--- config.mk ---
export PLATFORM = sky130hd
export DESIGN_NAME = mem_arbiter
export DESIGN_NICKNAME = d
export VERILOG_FILES = /design/src/rtl/mem_arbiter_pkg.sv /design/src/rtl/mem_arb_pick.sv /design/src/rtl/mem_arbiter.sv
export SDC_FILE = /design/constraint.sdc
export NUM_CORES = 1
export LEC_CHECK = 0
export CORE_MARGIN = 3
export CORE_UTILIZATION = 25
export DETAILED_ROUTE_END_ITERATION = 12
export DONT_BUFFER_PORTS = 1
export GPL_TIMING_DRIVEN = 0
export PLACE_DENSITY = 0.47
export SLEW_MARGIN = 25
export SYNTH_ARGS = -nofsm -noshare
export SYNTH_HDL_FRONTEND = slang
export SYNTH_SLANG_ARGS = --single-unit
--- constraint.sdc ---
create_clock -name clock -period 1.8 [get_ports clock]
set_clock_uncertainty 0.05 [all_clocks]
set_input_delay 0.27 -clock clock [delete_from_list [all_inputs] [get_ports clock]]
set_output_delay 0.27 -clock clock [all_outputs]
set_load 0.05 [all_outputs]
--- src/rtl/mem_arbiter_pkg.sv ---
// Shared constants for the fetch/LSU memory arbiter: port identifiers,
// word-index shift and the starvation-counter width helper.
package mem_arbiter_pkg;

   localparam int unsigned PORT_IF    = 0;
   localparam int unsigned PORT_LS    = 1;
   localparam int unsigned N_PORTS    = 2;
   localparam int unsigned WORD_SHIFT = 2;

   function automatic int unsigned starve_w(input int unsigned limit);
      return $clog2(limit + 1);
   endfunction

endpackage

--- src/rtl/mem_arb_pick.sv ---
// Combinational priority picker: LSU wins contention unless fetch has been
// denied STARVE_LIMIT consecutive cycles. Output grant is one-hot by port ID.
module mem_arb_pick
   import mem_arbiter_pkg::*;
#(
   parameter int unsigned STARVE_LIMIT = 4,
   parameter int unsigned STARVE_W     = 3
) (
   input  logic                i_if_req,
   input  logic                i_ls_req,
   input  logic [STARVE_W-1:0] i_starve_cnt,
   output logic [N_PORTS-1:0]  o_gnt
);

   logic w_if_starved;

   assign w_if_starved = (i_starve_cnt == STARVE_W'(STARVE_LIMIT));

   always_comb begin
      o_gnt = '0;
      if (i_if_req && i_ls_req) begin
         if (w_if_starved) o_gnt[PORT_IF] = 1'b1;
         else              o_gnt[PORT_LS] = 1'b1;
      end else begin
         o_gnt[PORT_IF] = i_if_req;
         o_gnt[PORT_LS] = i_ls_req;
      end
   end

endmodule

--- src/rtl/mem_arbiter.sv ---
// Shares a single-port word memory between instruction fetch (read-only) and
// the load/store unit; one grant per cycle, registered response one cycle later.
module mem_arbiter
   import mem_arbiter_pkg::*;
#(
   parameter int unsigned ADDR_WIDTH   = 32,
   parameter int unsigned DATA_WIDTH   = 32,
   parameter int unsigned STARVE_LIMIT = 4
) (
   input  logic                  clock,
   input  logic                  reset,
   input  logic                  if_req,
   input  logic [ADDR_WIDTH-1:0] if_addr,
   output logic                  if_gnt,
   output logic                  if_rvalid,
   output logic [DATA_WIDTH-1:0] if_rdata,
   output logic                  if_err,
   input  logic                  ls_req,
   input  logic                  ls_we,
   input  logic [ADDR_WIDTH-1:0] ls_addr,
   input  logic [DATA_WIDTH-1:0] ls_wdata,
   output logic                  ls_gnt,
   output logic                  ls_rvalid,
   output logic [DATA_WIDTH-1:0] ls_rdata,
   output logic                  ls_err,
   output logic                  mem_we,
   output logic [31:0]           mem_address,
   output logic [31:0]           mem_data_in,
   input  logic [31:0]           mem_data_out
);

   localparam int unsigned STARVE_W = starve_w(STARVE_LIMIT);

   logic [STARVE_W-1:0]   r_starve_cnt;
   logic                  r_if_rvalid, r_if_err, r_ls_rvalid, r_ls_err;
   logic [DATA_WIDTH-1:0] r_if_rdata, r_ls_rdata;

   logic [N_PORTS-1:0]    w_gnt;
   logic                  w_if_req, w_ls_req;
   logic                  w_if_mis, w_ls_mis;
   logic [ADDR_WIDTH-1:0] w_sel_addr;

   assign w_if_req = if_req && !reset;
   assign w_ls_req = ls_req && !reset;
   assign w_if_mis = (if_addr[1:0] != 2'b00);
   assign w_ls_mis = (ls_addr[1:0] != 2'b00);

   mem_arb_pick #(
      .STARVE_LIMIT(STARVE_LIMIT),
      .STARVE_W    (STARVE_W)
   ) u_pick (
      .i_if_req    (w_if_req),
      .i_ls_req    (w_ls_req),
      .i_starve_cnt(r_starve_cnt),
      .o_gnt       (w_gnt)
   );

   assign if_gnt = w_gnt[PORT_IF];
   assign ls_gnt = w_gnt[PORT_LS];

   always_comb begin
      w_sel_addr  = '0;
      mem_we      = 1'b0;
      mem_address = '0;
      mem_data_in = '0;
      if (w_gnt[PORT_LS])      w_sel_addr = ls_addr;
      else if (w_gnt[PORT_IF]) w_sel_addr = if_addr;
      if (w_gnt != '0) mem_address = 32'(w_sel_addr >> WORD_SHIFT);
      if (w_gnt[PORT_LS] && ls_we) begin
         mem_data_in = 32'(ls_wdata);
         mem_we      = !w_ls_mis;
      end
   end

   always_ff @(posedge clock) begin
      if (reset) begin
         r_starve_cnt <= '0;
         r_if_rvalid  <= 1'b0;
         r_if_err     <= 1'b0;
         r_if_rdata   <= '0;
         r_ls_rvalid  <= 1'b0;
         r_ls_err     <= 1'b0;
         r_ls_rdata   <= '0;
      end else begin
         if (!if_req || if_gnt)
            r_starve_cnt <= '0;
         else if (r_starve_cnt != STARVE_W'(STARVE_LIMIT))
            r_starve_cnt <= r_starve_cnt + STARVE_W'(1);
         r_if_rvalid <= if_gnt;
         r_if_err    <= if_gnt && w_if_mis;
         r_if_rdata  <= (if_gnt && !w_if_mis) ? DATA_WIDTH'(mem_data_out) : '0;
         r_ls_rvalid <= ls_gnt;
         r_ls_err    <= ls_gnt && w_ls_mis;
         r_ls_rdata  <= (ls_gnt && !ls_we && !w_ls_mis) ? DATA_WIDTH'(mem_data_out) : '0;
      end
   end

   // Responses are masked while reset is high so one registered just before
   // reset asserts is dropped rather than presented during the reset cycle.
   assign if_rvalid = r_if_rvalid && !reset;
   assign if_err    = r_if_err && !reset;
   assign if_rdata  = reset ? '0 : r_if_rdata;
   assign ls_rvalid = r_ls_rvalid && !reset;
   assign ls_err    = r_ls_err && !reset;
   assign ls_rdata  = reset ? '0 : r_ls_rdata;

endmodule

[After elaboration in Yosys (flattened, before gate mapping)]
Index checks and enable logic that the tools add are counted.
Operators by class
  add/subtract/negate cells: 1
  equal/unequal tests: 2
  muxes and demuxes: 10
  bitwise operators: 2
  reductions and logical operators: 25
Operator list (count)
  $mux W32: 5
  $mux W30: 1
  $logic_and A1 B1 Y1: 13
  $reduce_bool A2 Y1: 3
  $reduce_or A2 Y1: 3
  $logic_not A1 Y1: 5
  $add A3 B1 Y3 const B: 1
  $eq A3 B3 Y1 const B: 1
  $mux W1: 3
  $ne A3 B3 Y1 const B: 1
  $mux W2: 1
  $not A1 Y1: 2
  $logic_or A1 B1 Y1: 1
Word-level totals
  register bits after elaboration: 71
  input port bits: 133
  output and inout bits: 135
  logic and storage cells: 47

[Logic depth before layout (Yosys ltp)]
  depth in word-level cells: 8
  mapped depth: 6
  gate-level depth less buffers: 5

[Cells and area by module]
Synthesis repeated with hierarchy kept, for this count alone.
Second synthesis, totals
  cell total of the unflattened synthesis: 331
  area, all modules: 3296.9 um^2
By module, submodules not included
  mem_arbiter: instances 1, cells an instance 327, area an instance 3271.9 um^2, seq. area each 1421.4 um^2
  mem_arb_pick: instances 1, cells an instance 4, area an instance 25.0 um^2, seq. area each 0.0 um^2

[Least setup slack after synthesis]
No wires, ideal clock.
  path kind: reg2out
  from: register r_starve_cnt[0]
  to: output mem_address[20]
  arrival time: 1.866 ns
  required time: 1.480 ns
  path slack: -0.386 ns
  stages on the path, launching flop included: 7
  path buffers: 1
  cells stage by stage: dfxtp_1 inv_1 ha_1 and3_4 nor2_1 buf_2 a22o_1
On the way
  elaborated cells on any way between the ends: 8
  those cells by class: 1 x eq/ne; 6 x mux; 1 x reduce/logical
RTL lines
  start: declaration: RTL line mem_arbiter.sv:34  | logic [STARVE_W-1:0] r_starve_cnt;
  start signal: assignment: RTL line mem_arbiter.sv:88  | r_starve_cnt <= r_starve_cnt + STARVE_W'(1);
  $eq A3 B3 Y1 *: RTL line mem_arb_pick.sv:17  | assign w_if_starved = (i_starve_cnt == STARVE_W'(STARVE_LIMIT));
  $mux W1 *: RTL line mem_arb_pick.sv:22  | if (w_if_starved) o_gnt[PORT_IF] = 1'b1;
  $mux W2 *: RTL line mem_arb_pick.sv:21  | if (i_if_req && i_ls_req) begin
  named net ls_gnt: RTL line mem_arbiter.sv:22  | output logic ls_gnt,
  $mux W32 or $reduce_bool A2 Y1 (tied branches): RTL line mem_arbiter.sv:66, mem_arbiter.sv:68
  $mux W30 *: RTL line mem_arbiter.sv:68  | if (w_gnt != '0) mem_address = 32'(w_sel_addr >> WORD_SHIFT);
  end: declaration: RTL line mem_arbiter.sv:27  | output logic [31:0] mem_address,
Mark *: on every way through the listed nets, which the timed path passes. The rest lies on a longest branch.

[Worst setup path after layout]
  from: register r_starve_cnt[0]
  to: output mem_data_in[21]
On the way
  cells in the longest elaborated chain, start to end: 5
Ends and longest elaborated chain
  $eq A3 B3 Y1: RTL line mem_arb_pick.sv:17
  $mux W1: RTL line mem_arb_pick.sv:22
  $mux W2: RTL line mem_arb_pick.sv:21
  $logic_and A1 B1 Y1: RTL line mem_arbiter.sv:69  | if (w_gnt[PORT_LS] && ls_we) begin
  $mux W32: RTL line mem_arbiter.sv:69
  end: declaration: RTL line mem_arbiter.sv:28  | output logic [31:0] mem_data_in,
No other way between the ends.

==> qor_table.md <==
| Item | Reported | Unit |
|---|---|---|
| Run status | complete, but fails checks | - |
| Failing checks | setup timing | - |
| Syn_area_per_cell | 9.75 | um^2 |
| CP arrival | 1.82 | ns |
| Worst-path fanout max | 7 | - |
| Most frequent cells in the layout | 69 x dfxtp_1, 63 x and2_1, 54 x nor2b_1 | - |
| Worst path depth | 7 | - |
| Clock slew seen by the registers of the worst setup and hold paths | 0.06 | ns |
| Transition time at the pin with the least slew margin | 1.05 | ns |
| Width of the chip | 117 | um |
| Startpoint of the lowest-slack register-to-register path | r_starve_cnt[0] | - |
| CP startpoint | r_starve_cnt[0] | - |
| Critical path's largest stage delay | 0.34 | ns |
| Area fraction in and, or, nand and nor cells after synthesis | 38.6 | % |
| Flop2flop setup slack | 0.08 | ns |
| DP Area | 0.00361 | mm^2 |
| Setup Slack @ Placement | -0.244 | ns |
| Area share of fa/ha/maj cells after synthesis | 0.818 | % |
| Nets@finish | 487 | - |
| Final setup slack of the worst path | -0.336 | ns |
| Deepest clock path buffer count | 2 | - |
| Clock latency on the worst-skew pair | 0.32 | ns |
| Antenna viol nets, final | 0 | - |
| Xor and xnor fraction of the mapped netlist area | 0 | % |
| Area of the core | 0.0117 | mm^2 |
| Clk root buf | clkbuf_16 | - |
| Fill count | 1137 | - |
| Initial antenna violation count | 0 | - |
| Area share of the largest cell type after synthesis | 46.4 | % |
| Boundary pin count | 268 | - |
| Slew margin rel. | 29.7 | % |
| Worst path cell trace | inv_2 -> ha_4 -> and3_4 -> nor3b_4 -> buf_6 -> clkbuf_16 -> and2_4 | - |
| Worst-case reg-to-reg path depth | 8 | - |
| Placer Congestion | 0.794 | - |
| Final cell count without fillers | 500 | - |
| Die extent in y | 117 | um |
| Leakage power | 1.92 | nW |
| Cell row count | 39 | - |
| Drt wl/cell | 20.2 | um |
| Clock period minus worst slack | 2.14 | ns |
| Final-report setup violation count | 65 | - |
| Startpoint type of the worst setup path | flop | - |
| Final design utilization | 38.2 | % |
| Post-route design area | 0.00447 | mm^2 |
| Remaining global-route overflow | 0 | - |
| Largest family of logic cells by synthesized area | simple AND/OR/NAND/NOR gates | - |
| Vias per cell | 4.56 | - |
| Mapped Area | 0.00306 | mm^2 |
| Total Negative Setup Slacks | -18.61 | ns |
| Fraction of final layout cells with drive strength greater than 1 | 38.9 | % |
| Die Outline Area | 0.0136 | mm^2 |
| R2R Path End | r_ls_rdata[12] | - |
| Vias in the first global route | 2232 | - |
| FF+latch count, synth | 71 | - |
| Final hold viol count | 0 | - |
| Routed WL | 10100 | um |
| Ant diodes | 0 | - |
| Setup repair after global routing missed its margin | true | - |
| Router iterations before antenna repair | 4 | - |
| Number of buffers and inverters on the critical path | 3 | - |
| Hold Slack | 0.0116 | ns |
| Total placed cells including tap cells | 458 | - |
| Crit path to | mem_data_in[21] | - |
| Crit path max-delay family | simple AND/OR/NAND/NOR gates | - |
| Most common cell after layout, fill and taps aside | dfxtp_1 | - |
| CP Capture Type | primary output | - |
| Initial standard-cell utilization of the core | 26.1 | % |
| Vias after detailed routing | 2280 | - |
| Multiplexer share of the synthesized area | 0.327 | % |
| Peak supply drop | 0.356 | mV |
| Cell types with the largest area share after synthesis | dfxtp_1 46%, and2_1 20%, nor2b_1 13% | - |
| Max-capacitance violation count | 0 | - |
| Number of slew-limit violations in the final report | 0 | - |
| Number of library cell types mapped by synthesis | 25 | - |
| First-pass GRT wire length | 13400 | um |
| Total DRC errors in the routed layout | 0 | - |
| Complex-gate fraction of the synthesized area | 9.44 | % |
| Number of instances in the synthesized netlist | 314 | - |
| Area growth syn-to-layout | 46.1 | % |
| Power density cells | 948 | mW/mm^2 |
| Slowest CP cell | dfxtp_2 | - |
| Clk sinks | 71 | - |
| TritonCTS Buffers | 9 | - |
| Largest net degree at the start of global routing | 13 | - |
| CTS tree | done | - |
| Max frequency | 468 | MHz |
| Dpl hpwl | 7810 | um |
| Class of the most critical hold timing path | in -> reg | - |
| Number of warning messages in the yosys log | 0 | - |
| Period utilization | 119 | % |
| Post-route total power | 4.24 | mW |
| Starting DRC count in detailed routing | 98 | - |
| Data required, critical path | 1.48 | ns |
| CTS H-tree lvls | 3 | - |
| IO buf count | 0 | - |
| GRT Util Overall | 13.4 | % |
| Cell type with the largest total area after synthesis | dfxtp_1 | - |
| Type of the worst setup path | reg -> out | - |
| Share of the yosys chip area belonging to registers | 46.4 | % |
==> timing repair <==
item,CTS,global route
pin swaps,37,15
cloned,4,3
setup endpoints to repair,106,127
resized for setup,44,23
hold endpoints to repair,1,4
setup buffers,10,4
hold buffers,1,4
==> worst min path at each step <==
stage,from,to,cells after the start,slack [ns]
5_1_grt,mem_data_out[23],r_ls_rdata[23],1,0.00009
3_3_place_gp,if_addr[0],r_if_err,1,0.34
4_1_cts,mem_data_out[15],r_ls_rdata[15],1,0.0007
2_1_floorplan,if_addr[0],r_if_err,1,0.33
3_5_place_dp,if_addr[0],r_if_err,1,0.33
6_report,mem_data_out[23],r_ls_rdata[23],1,0.01
==> area by class of cell <==
type / count / area [um^2] / area share [%]
multi-input cells: 218 / 1920 / 42.9
inverters: 2 / 7.51 / 0.168
clock buffers: 11 / 233 / 5.20
repair buffers: 26 / 344 / 7.69
clock inverters: 5 / 106 / 2.38
well taps: 143 / 179 / 4.00
plain buffers: 24 / 262 / 5.85
flip-flops and latches: 71 / 1420 / 31.8
==> cell families after synthesis <==
kind of cell               count (synthesis)
muxes                                      1
other                                      1
DFF                                       71
and+or+nand+nor                          181
adders and majority gates                  2
buffers and inverters                     26
AOI/OAI and AO/OA                         32
==> registers in the layout, summed over array words and instances (netlist names) <==
register and cells:
r_ls_rvalid 1, r_ls_err 1, r_if_err 1, r_starve_cnt 3, r_ls_rdata 32, r_if_rdata 32, r_if_rvalid 1
==> synthesized netlist by cell type, drive strengths merged <==
master,n
nor4,1
and4b,2
conb,1
inv,2
a21boi,1
mux2i,1
ha,2
nor2b,63
o21a,1
dfxtp,71
and2b,5
nor4b,1
a22o,30
clkbuf,16
and3,1
buf,8
nand2b,2
nor2,6
nor3,1
nor3b,3
and2,96
==> metal layers <==
metal / vias up / share of wire, % / global-route usage (%)
met5: - / 0 / 0
met2: 141 / 51 / 23.3
met4: 0 / 0.70 / 3.21
met1: 1058 / 38 / 15.3
li1: 1076 / - / -
met3: 5 / 10 / 5.75
==> power breakdown <==
part           internal [mW]  leakage [nW]  switching [mW]
sequential              1.59         0.575         0.00428
combinational          0.232          1.18           0.412
clock                   1.36         0.160           0.642
total                   3.18          1.92            1.06
Note: power is estimated with default switching activity, not from simulation.
